--- config.mk ---
export PLATFORM = sky130hd
export DESIGN_NAME = hazard_ctrl
export DESIGN_NICKNAME = d
export VERILOG_FILES = /design/src/rtl/hazard_ctrl.sv
export SDC_FILE = /design/constraint.sdc
export NUM_CORES = 1
export LEC_CHECK = 0
export ABC_AREA = 0
export CAP_MARGIN = 20
export CORE_MARGIN = 5
export CORE_UTILIZATION = 25
export CTS_CLUSTER_SIZE = 10
export DETAILED_ROUTE_END_ITERATION = 16
export PLACE_DENSITY = 0.53
export SLEW_MARGIN = 25
export SYNTH_ARGS = -nofsm -noshare
export SYNTH_HDL_FRONTEND = slang
export SYNTH_SLANG_ARGS = --single-unit
--- constraint.sdc ---
create_clock -name clk -period 6.1 [get_ports clk]
set_input_delay 1.83 -clock clk [delete_from_list [all_inputs] [get_ports clk]]
set_output_delay 1.83 -clock clk [all_outputs]
set_load 0.01 [all_outputs]
--- src/rtl/hazard_ctrl.sv ---
// Pipeline hazard controller: tracks in-flight writers in EX/MEM/WB and raises
// stall, flush and bubble for load-use/RAW interlocks and taken branches.
module hazard_ctrl #(
    parameter int unsigned REG_SEL      = 5,
    parameter int unsigned FWD          = 1,
    parameter int unsigned FLUSH_CYCLES = 2
) (
    input  logic               clk,
    input  logic               rst,
    input  logic               id_valid,
    input  logic [REG_SEL-1:0] id_rs1,
    input  logic [REG_SEL-1:0] id_rs2,
    input  logic               id_uses_rs1,
    input  logic               id_uses_rs2,
    input  logic [REG_SEL-1:0] id_destination,
    input  logic               id_write_reg,
    input  logic               id_mem_read,
    input  logic               ex_branch_taken,
    output logic               stall,
    output logic               flush,
    output logic               bubble,
    output logic [1:0]         state,
    output logic [15:0]        stall_count
);

    typedef enum logic [1:0] {
        StRun   = 2'd0,
        StStall = 2'd1,
        StFlush = 2'd2
    } state_e;

    localparam logic [2:0] CntInit = 3'(FLUSH_CYCLES - 1);

    state_e                    state_q, state_d;
    logic   [2:0]              cnt_q, cnt_d;
    logic   [15:0]             stall_count_q;
    // Slot index 0 = EX, 1 = MEM, 2 = WB.
    logic   [2:0]              slot_valid_q;
    logic   [2:0]              slot_load_q;
    logic   [2:0][REG_SEL-1:0] slot_rd_q;
    logic                      hazard;
    logic                      ex_load;

    always_comb begin
        hazard = 1'b0;
        for (int k = 0; k < 3; k++) begin
            if (slot_valid_q[k] && (FWD == 0 || (k == 0 && slot_load_q[0]))) begin
                if (id_uses_rs1 && id_rs1 != '0 && id_rs1 == slot_rd_q[k]) hazard = 1'b1;
                if (id_uses_rs2 && id_rs2 != '0 && id_rs2 == slot_rd_q[k]) hazard = 1'b1;
            end
        end
    end

    // Branch outranks everything; FLUSH ignores hazards until the counter expires.
    always_comb begin
        state_d = state_q;
        cnt_d   = cnt_q;
        stall   = 1'b0;
        flush   = 1'b0;
        bubble  = 1'b0;
        if (ex_branch_taken) begin
            flush   = 1'b1;
            bubble  = 1'b1;
            state_d = StFlush;
            cnt_d   = CntInit;
        end else if (state_q == StFlush) begin
            flush  = 1'b1;
            bubble = 1'b1;
            if (cnt_q == 3'd0) begin
                state_d = StRun;
            end else begin
                cnt_d = cnt_q - 3'd1;
            end
        end else if (id_valid && hazard) begin
            stall   = 1'b1;
            bubble  = 1'b1;
            state_d = StStall;
        end else begin
            state_d = StRun;
        end
    end

    assign ex_load = id_valid && id_write_reg && !bubble && (id_destination != '0);

    always_ff @(posedge clk or negedge rst) begin
        if (!rst) begin
            state_q       <= StRun;
            cnt_q         <= 3'd0;
            stall_count_q <= 16'd0;
            slot_valid_q  <= 3'b000;
            slot_load_q   <= 3'b000;
            slot_rd_q     <= '0;
        end else begin
            state_q      <= state_d;
            cnt_q        <= cnt_d;
            slot_valid_q <= {slot_valid_q[1:0], ex_load};
            slot_load_q  <= {slot_load_q[1:0], id_mem_read};
            slot_rd_q    <= {slot_rd_q[1:0], id_destination};
            if (stall && stall_count_q != 16'hFFFF) begin
                stall_count_q <= stall_count_q + 16'd1;
            end
        end
    end

    assign state       = state_q;
    assign stall_count = stall_count_q;

endmodule

# After elaboration in Yosys (flattened, before gate mapping)
# Index checks and enable logic that the tools add are counted.
# op_classes
n_bitwise	0
muxes	17
order_cmp	0
shift	0
n_addsub	2
reduce_logical	17
eq_ne	6
mul	0
div	0
# ops
op	count
adder 16 x 1 -> 16 bit (second input constant)	1
!= test 16 bit (second input constant)	1
nonzero test 5 bit	3
two-way mux 1 bit	11
equality test 5 bit	2
logical AND 1 bit	10
two-way mux 3 bit	3
two-way mux 2 bit	3
zero test 3 bit	1
!= test 3 x 2 -> 1 bit (second input constant)	1
subtractor 3 x 1 -> 3 bit (second input constant)	1
equality test 2 bit (second input constant)	1
!= test 2 bit (second input constant)	1
AND reduction 2 bit	1
nonzero test 2 bit	1
zero test 1 bit	1
# totals
latchBits	0
wordCells	48
ff_bits	28
ramBits	0
out_inout_bits	21
memories	0
rom_bits	0

# Depth between registers and ports, before layout
# Gate-level depths: netlist (run 1).
# depth
ltp_word	13
ltp_mapped	8
depth_no_buf	7

# Worst setup path before layout (run 1)
# No wires, ideal clock.
# synth_path
path_kind	input-to-output
from	in id_rs1[0]
to	out bubble
required_ps	4270
n_path_buf	0
path_stages	5
arrival_ps	2891
path_slack_ps	1379
path_cell_list	or4_1 > a21oi_1 > nor4_1 > nor2_1 > nand2_1
# synth_via
elab_chain_len	10
# synth_rtl
element	line_no	source
start: declaration	11	input logic [REG_SEL-1:0] id_rs1,
nonzero test 5 bit	48	if (id_uses_rs1 && id_rs1 != '0 && id_rs1 == slot_rd_q[k]) hazard = 1'b1;
logical AND 1 bit	48	
logical AND 1 bit *	48	
two-way mux 1 bit *	48	
two-way mux 1 bit *	49	if (id_uses_rs2 && id_rs2 != '0 && id_rs2 == slot_rd_q[k]) hazard = 1'b1;
two-way mux 1 bit *	47	if (slot_valid_q[k] && (FWD == 0 || (k == 0 && slot_load_q[0]))) begin
logical AND 1 bit *	74	end else if (id_valid && hazard) begin
two-way mux 1 bit *	74	
two-way mux 1 bit *	66	end else if (state_q == StFlush) begin
two-way mux 1 bit *	61	if (ex_branch_taken) begin
end: declaration	21	output logic bubble,
# Mark *: on every way between the ends. The rest lies on a longest branch, timed or not.

# Worst setup path in the final report (run 1)
# layout_path
from	in id_rs2[1]
to	out bubble
# layout_via
elab_chain_len	9
# layout_rtl
element	line_no	source
start: declaration	12	input logic [REG_SEL-1:0] id_rs2,
nonzero test 5 bit	49	
logical AND 1 bit	49	
logical AND 1 bit *	49	
two-way mux 1 bit *	49	
two-way mux 1 bit *	47	
logical AND 1 bit *	74	
two-way mux 1 bit *	74	
two-way mux 1 bit *	66	
two-way mux 1 bit *	61	
# Marked as above.

==> metrics.cfg, run 1 <==
[outcome]
outcome=complete, no violations

[worst_hold_path]
holdCritPathClass=flip-flop to flip-flop

[logic_synthesis]
synth_warnings=0
synth.top_cells.by_area=dfrtp_1 (51%), xnor2_1 (7.7%), xor2_1 (7.1%)
yosysTopAreaCellShare=0.515
syn_avg_cell_area_um2=10.3
synth-edff-count=0
synth_top_cells_by_count=dfrtp_1 (28), nor2_1 (13), nand2_1 (12), xnor2_1 (12), xor2_1 (11)
synth_nets=158
synth_top_cell_by_area=dfrtp_1
yosysMostFrequentCell=dfrtp_1
synth-async-reset-ratio=1.00
ys_ff_latch=28
syn-cell-area_um2=1360
ys_types=27
syn_inst=132
synth_flop_cell=dfrtp_1
yosysSeqAreaShare=0.515

[cells_and_area]
drive_gt1_frac=0.0562
final_nets=206
final-instance-count-excl-fill=248
insertedDiodeCount=0
syn_to_final_growth_pct=40.8

[route]
drtIter0Drc=30
wl_met2_mm=1.42
top_layer=met4
drt-met1-wl_mm=1.58
firstDrtPassIters=4
drc=0
viasPerCell=4.38
wl_mm=3.22
detail-route-antenna-nets=0
met3_wirelength_um=206
drt-wirelength-per-cell_um=13.0
vias=1087

[sta]
min_period_ns=5.81
min_period_over_period=0.952
finClkSkew_ns=0.00408
hold_viol=0
setup_viol=0
worstMarginPinSlew_ns=0.718
whs_ns=0.504
drv_slew=0
relSlewSlack=0.520
tns_ns=0
grt_setup_unrepaired=no
fmax_mhz=172

[setup_path]
critPathCaptureType=output pin
worst_path_most_repeated_cell=clkdlybuf4s50_1
critPathMaxStageDelay_ns=0.57
cp_slowest_cell=nor4_1
critPathMaxFanout=4
arrival_ns=3.98
cp_cell_sequence=clkdlybuf4s50_1 > or4_1 > a21oi_1 > nor4_1 > nor2_1 > nand2_1 > clkdlybuf4s50_1
critPathKind=input pin to output pin
start_kind=input pin
regToRegSetupSlack_ns=3.80
crit_required_ns=4.27

[clock_network]
cts_resized=0
clockBufferDepth=2
hold_buffers=0
clkTransAtPathRegs_ns=0.09
cts_tree=done
htree_levels=1
cts_buffers=3
cts_setup_buffers=0
clock-root-buffer=clkbuf_8
clock_sinks=28
clkLatencyLatePin_ns=0.27

[power_and_ir_drop]
vdd_ir_drop_max_uv=70.8
p_leak_uw=0.000814
powerDensity_nw_per_um2=207

[placed_design]
dp.cells=245
place_congestion=0.782
dpl.hpwl_mm=2.50
port_buffers=43

[floorplanning]
num_rows=26
pin_count=44
die_area_um2=7020
core_area_um2=5200
initial_core_util=0.262
die_x_um=83.8
die_y_um=83.8

[global_routing]
gr-total-overflow=0
gr-usage-all-layers=0.0979
antenna_found_initial=0
grt_pass1_wl_mm=5.71
grt_pass1_vias=1193
grt_max_degree=29

[run]
max_cap_violations=0

[where the power goes]
group          switching, uW  total (uW)  leakage [uW]  internal, uW
clock                   55.2        99.5     0.0000216          44.3
sequential              8.19         207      0.000353           198
combinational           43.0        90.3      0.000440          47.3
[registers in the layout, summed over array words and instances (netlist names)]
register	cells
slot_load_q	1
slot_valid_q	1
cnt_q	3
stall_count	16
slot_rd_q	5
state	2
[worst max-delay path, delay by kind of cell]
family	cells	cell delay, ns
buffers and inverters	2	1.06
AND/OR/NAND/NOR	4	1.03
AO/OA/AOI/OAI	1	0.06
[cell usage in the layout, fill, tap and decap left out, drive strengths merged, types with 2 or more instances in the layout]
master / n
o211ai: 2
clkbuf: 3
dfrtp: 28
clkdlybuf4s50: 43
nand2b: 3
xnor2: 12
nor4: 3
nand4: 5
xor2: 11
mux2: 2
ha: 3
inv: 10
nand2: 12
or4: 3
nand3: 5
a21oi: 4
nor2: 13
nor3: 8
[cells by family after synthesis]
group,Yosys count,share of synthesized area
AOI/OAI and AO/OA,10,0.0496
xor gates and xnor gates,23,0.148
adders and majority gates,3,0.0276
buffers and inverters,11,0.0358
DFF,28,0.515
muxes,2,0.0193
and+or+nand+nor,55,0.205
[stage by stage]
stage	setup WS [ns]	cell area, um2	utilization	total power, uW
after floorplan	1.38	1360	-	260
after global placement	0.303	1880	0.360	298
after detailed placement	0.265	1880	0.360	301
after CTS	0.257	1920	0.368	402
after global routing	0.151	1920	0.368	417
final	0.294	1920	0.368	396
[final timing paths]
kind,cells after the start,endpoint,start
min in group asynchronous,2,stall_count[3],rst
min reg2reg,1,stall_count[4],stall_count[4]
max,7,bubble,id_rs2[1]
max in group asynchronous,2,slot_load_q[0],rst
max reg2reg,6,stall_count[1],stall_count[0]
min,1,stall_count[4],stall_count[4]
[metal layers]
layer	track usage	up-vias
li1	-	538
met1	0.133	515
met2	0.149	32
met3	0.0346	2
met4	0.0219	0
met5	0	-
[final cells by class]
class                           count  area (um2)
Fill cell                         537        3290
Tap cell                           70        87.6
Multi-Input combinational cell     93         612
Clock buffer                        3        41.3
Timing Repair Buffer               44         438
Sequential cell                    28         701
Inverter                           10        37.5
No activity file was read; power rests on OpenSTA's default activity.
==> run 2, diff against run 1 <==
Settings changed: CTS_BUF_LIST set to sky130_fd_sc_hd__clkbuf_16, CTS_CLUSTER_DIAMETER set to 80.
==> metrics.cfg, run 2 (synthesis results as in run 1) <==
[global_routing]
grt_pass1_wl_mm=5.73  ; was 5.71 mm
gr-total-overflow=0  ; unchanged
gr-usage-all-layers=0.0993  ; was 0.0979
grt_max_degree=29  ; unchanged
grt_pass1_vias=1190  ; was 1193
antenna_found_initial=0  ; unchanged

[cells_and_area]
final-instance-count-excl-fill=248  ; unchanged
fin_util=0.375  ; was 0.368
final_common_cell=clkdlybuf4s50_1  ; unchanged
largest_reg_flops=16  ; unchanged
fill_cells=532  ; was 537
final_nets=206  ; unchanged
syn_to_final_growth_pct=43.3  ; was 40.8%
insertedDiodeCount=0  ; unchanged
drive_gt1_frac=0.0562  ; unchanged
final_cell_mix=clkdlybuf4s50_1 (43), dfrtp_1 (28), nor2_1 (13), xnor2_1 (12), nand2_1 (12)  ; unchanged

[sta]
min_period_ns=5.80  ; was 5.81 ns
whs_ns=0.500  ; was 0.504 ns
min_period_over_period=0.951  ; was 0.952
fmax_mhz=172  ; about the same
tns_ns=0  ; unchanged
grt_setup_unrepaired=no  ; unchanged
drv_slew=0  ; unchanged
hold_viol=0  ; unchanged
setup_viol=0  ; unchanged
worstMarginPinSlew_ns=0.715  ; was 0.718 ns
fin_ws_ns=0.297  ; was 0.294 ns
finClkSkew_ns=0.00168  ; was 0.00408 ns
relSlewSlack=0.522  ; was 0.520

[route]
detail-route-antenna-nets=0  ; unchanged
vias=1099  ; was 1087
firstDrtPassIters=4  ; unchanged
drtIter0Drc=37  ; was 30
viasPerCell=4.43  ; was 4.38
drt-wirelength-per-cell_um=13.1  ; was 13.0 um
wl_mm=3.24  ; was 3.22 mm
drc=0  ; unchanged

[setup_path]
critPathMaxFanout=4  ; unchanged
start_kind=input pin  ; unchanged
critPathMaxStageDelay_ns=0.58  ; was 0.57 ns
critPathCaptureType=output pin  ; unchanged
worst_path_most_repeated_cell=clkdlybuf4s50_1  ; unchanged
crit_required_ns=4.27  ; about the same
arrival_ns=3.97  ; was 3.98 ns
cp_slowest_cell=nor4_1  ; unchanged
critPathKind=input pin to output pin  ; unchanged
cp_cell_sequence=clkdlybuf4s50_1 > or4_1 > a21oi_1 > nor4_1 > nor2_1 > nand2_1 > clkdlybuf4s50_1  ; unchanged

[floorplanning]
pin_count=44  ; unchanged
die_y_um=83.8  ; unchanged
core_area_um2=5200  ; unchanged
initial_core_util=0.262  ; unchanged
die_x_um=83.8  ; unchanged
die_area_um2=7020  ; unchanged
num_rows=26  ; unchanged

[clock_network]
clockBufferDepth=2  ; unchanged
clock-root-buffer=clkbuf_16  ; was clkbuf_8
clkLatencyLatePin_ns=0.26  ; was 0.27 ns
cts_setup_buffers=0  ; unchanged
clkTransAtPathRegs_ns=0.06  ; was 0.09 ns
hold_buffers=0  ; unchanged
htree_levels=1  ; unchanged
cts_tree=done  ; unchanged
cts_resized=0  ; unchanged
clock_sinks=28  ; unchanged
cts_buffers=3  ; unchanged

[placed_design]
port_buffers=43  ; unchanged
pre_cts_ws_ns=0.265  ; unchanged
dp.cells=245  ; unchanged
dpl.hpwl_mm=2.50  ; unchanged
place_congestion=0.782  ; unchanged

[outcome]
outcome=complete, no violations  ; unchanged

[worst_hold_path]
holdCritPathClass=flip-flop to flip-flop  ; unchanged

[power_and_ir_drop]
vdd_ir_drop_max_uv=112  ; was 70.8 uV
p_leak_uw=0.000829  ; was 0.000814 uW
powerDensity_nw_per_um2=227  ; was 207 nW/um2

[run]
max_cap_violations=0  ; unchanged

[run 2: cell type report]
type | count | area (um2) | area share
inverters | 10 | 37.5 | 0.0192
multi-input cells | 93 | 612 | 0.314
well taps | 70 | 87.6 | 0.0449
repair buffers | 44 | 438 | 0.225
clock buffers | 3 | 75.1 | 0.0385
flip-flops and latches | 28 | 701 | 0.359
[run 2: stage by stage]
step | total power [uW] | area (um2)
6_report | 443 | 1950
5_1_grt | 465 | 1950
4_1_cts | 450 | 1950
3_5_place_dp | 301 | 1880
3_3_place_gp | 298 | 1880
2_1_floorplan | 260 | 1360
[run 2: layer usage]
layer,global-route usage,routed length [um],up-vias
met5,0,0,-
met4,0.0307,40,0
met3,0.0346,219,5
met2,0.148,1400,35
met1,0.135,1580,518
li1,-,-,541
[run 2: path summary, 6_finish.rpt]
check,slack (ns),end,depth (start not counted),from
worst max-delay path,0.30,bubble,7,id_rs2[1]
worst min-delay path,0.50,stall_count[4],1,stall_count[4]
worst max register to register,3.80,stall_count[1],6,stall_count[0]
worst min register to register,0.50,stall_count[4],1,stall_count[4]
max in group asynchronous,3.88,cnt_q[1],2,rst
min in group asynchronous,1.96,stall_count[3],2,rst
[run 2: critical path: cells and delay by family]
kind / cells / cell delay, ns
compound gates: 1 / 0.06
buf+inv: 2 / 1.05
simple gates: 4 / 1.04
[run 2: power by group]
| part | switching (uW) | internal, uW | total, uW |
|---|---|---|---|
| registers | 8.15 | 199 | 207 |
| clock network | 59.0 | 86.9 | 146 |
| logic | 43.1 | 47.3 | 90.4 |
==> run 3, diff against run 2 <==
Settings changed: REMOVE_ABC_BUFFERS set to 1.
==> metrics.cfg, run 3 (synthesis results as in run 1) <==
[clock_network]
hold_buffers=0  ; unchanged
clkTransAtPathRegs_ns=0.07  ; was 0.06 ns
htree_levels=1  ; unchanged
clock_sinks=28  ; unchanged
clkLatencyLatePin_ns=0.26  ; about the same
cts_resized=0  ; unchanged
cts_setup_buffers=0  ; unchanged
cts_buffers=3  ; unchanged
clock-root-buffer=clkbuf_16  ; unchanged
clockBufferDepth=2  ; unchanged
cts_tree=done  ; unchanged

[sta]
min_period_ns=5.77  ; was 5.80 ns
worstMarginPinSlew_ns=0.712  ; was 0.715 ns
drv_slew=0  ; unchanged
tns_ns=0  ; unchanged
fmax_mhz=173  ; was 172 MHz
min_period_over_period=0.946  ; was 0.951
hold_viol=0  ; unchanged
finClkSkew_ns=0.00810  ; was 0.00168 ns
grt_setup_unrepaired=no  ; unchanged
relSlewSlack=0.524  ; was 0.522
setup_viol=0  ; unchanged

[route]
vias=1086  ; was 1099
drt-wirelength-per-cell_um=13.6  ; was 13.1 um
viasPerCell=4.36  ; was 4.43
drtIter0Drc=34  ; was 37
firstDrtPassIters=4  ; unchanged
detail-route-antenna-nets=0  ; unchanged
drc=0  ; unchanged
wl_mm=3.38  ; was 3.24 mm

[placed_design]
dpl.hpwl_mm=2.55  ; was 2.50 mm
port_buffers=43  ; unchanged
dp.cells=245  ; unchanged
place_congestion=0.832  ; was 0.782

[cells_and_area]
final_cell_mix=clkdlybuf4s50_1 (43), dfrtp_1 (28), nor2_1 (13), xnor2_1 (12), nand2_1 (12)  ; unchanged
insertedDiodeCount=0  ; unchanged
final_common_cell=clkdlybuf4s50_1  ; unchanged
drive_gt1_frac=0.0559  ; was 0.0562
final_nets=206  ; unchanged
syn_to_final_growth_pct=43.6  ; was 43.3%
largest_reg_flops=16  ; unchanged
final-instance-count-excl-fill=249  ; was 248

[setup_path]
critPathCaptureType=output pin  ; unchanged
r2r_cells=7  ; was 6
critPathMaxStageDelay_ns=0.54  ; was 0.58 ns
start_kind=input pin  ; unchanged
crit_required_ns=4.27  ; about the same
cp_slowest_cell=nor4_1  ; unchanged
critPathKind=input pin to output pin  ; unchanged
critPathMaxFanout=4  ; unchanged
arrival_ns=3.94  ; was 3.97 ns
cp_cell_sequence=clkdlybuf4s50_1 > xnor2_1 > nand2_1 > nor4_1 > nor2_1 > nor2_1 > clkdlybuf4s50_1  ; was clkdlybuf4s50_1 > or4_1 > a21oi_1 > nor4_1 > nor2_1 > nand2_1 > clkdlybuf4s50_1

[floorplanning]
num_rows=26  ; unchanged
core_area_um2=5200  ; unchanged
die_y_um=83.8  ; unchanged
initial_core_util=0.262  ; unchanged
pin_count=44  ; unchanged
die_x_um=83.8  ; unchanged
die_area_um2=7020  ; unchanged

[global_routing]
grt_pass1_wl_mm=5.87  ; was 5.73 mm
grt_pass1_vias=1198  ; was 1190
gr-usage-all-layers=0.102  ; was 0.0993
grt_max_degree=29  ; unchanged
antenna_found_initial=0  ; unchanged
gr-total-overflow=0  ; unchanged

[outcome]
outcome=complete, no violations  ; unchanged

[power_and_ir_drop]
p_leak_uw=0.000831  ; was 0.000829 uW
vdd_ir_drop_max_uv=97.8  ; was 112 uV
powerDensity_nw_per_um2=228  ; was 227 nW/um2

[worst_hold_path]
whs_path_depth=1  ; unchanged
holdCritPathClass=flip-flop to flip-flop  ; unchanged

[run]
max_cap_violations=0  ; unchanged

## run 3: critical path, delay by kind of cell
| kind | cells | cell delay, ns |
|---|---|---|
| AND/OR/NAND/NOR | 4 | 0.94 |
| XOR/XNOR | 1 | 0.12 |
| buffers and inverters | 2 | 1.04 |
## run 3: path summary, 6_finish.rpt
path	from	to	slack, ns
worst max-delay path	id_rs2[0]	stall	0.33
worst min-delay path	stall_count[6]	stall_count[6]	0.50
worst max register to register	stall_count[0]	stall_count[13]	3.77
worst min register to register	stall_count[6]	stall_count[6]	0.50
max in group asynchronous	rst	slot_rd_q[2]	3.88
min in group asynchronous	rst	stall_count[0]	1.94
## run 3: per-stage QoR
step                hold WS, ns  total power, uW  setup slack, ns  area (um2)   util
floorplan                 0.492              260             1.38        1350      -
global placement          0.490              297            0.383        1880  0.360
detailed placement        0.498              301            0.307        1880  0.360
CTS                       0.507              453            0.303        1950  0.375
global route              0.522              474            0.136        1950  0.375
finish                    0.505              445            0.330        1950  0.375
## run 3: layer usage
| metal | global-route usage | wire length (um) |
|---|---|---|
| met3 | 0.0326 | 264 |
| met5 | 0 | 0 |
| met1 | 0.138 | 1600 |
| met2 | 0.153 | 1470 |
| met4 | 0.0351 | 47 |
## run 3: where the power goes
group | internal (uW) | total, uW | switching (uW)
logic | 47.0 | 89.0 | 42.0
clock network | 87.9 | 149 | 61.6
registers | 199 | 207 | 8.08
total | 333 | 445 | 112
## run 3: area by class of cell
| class | instances | area (um2) |
|---|---|---|
| clock buffer | 3 | 75.1 |
| multi-input combinational | 93 | 612 |
| sequential | 28 | 701 |
| timing repair buffer | 44 | 438 |
| fill | 536 | 3250 |
| inverter | 10 | 37.5 |
| clock inverter | 1 | 3.75 |
| tap | 70 | 87.6 |
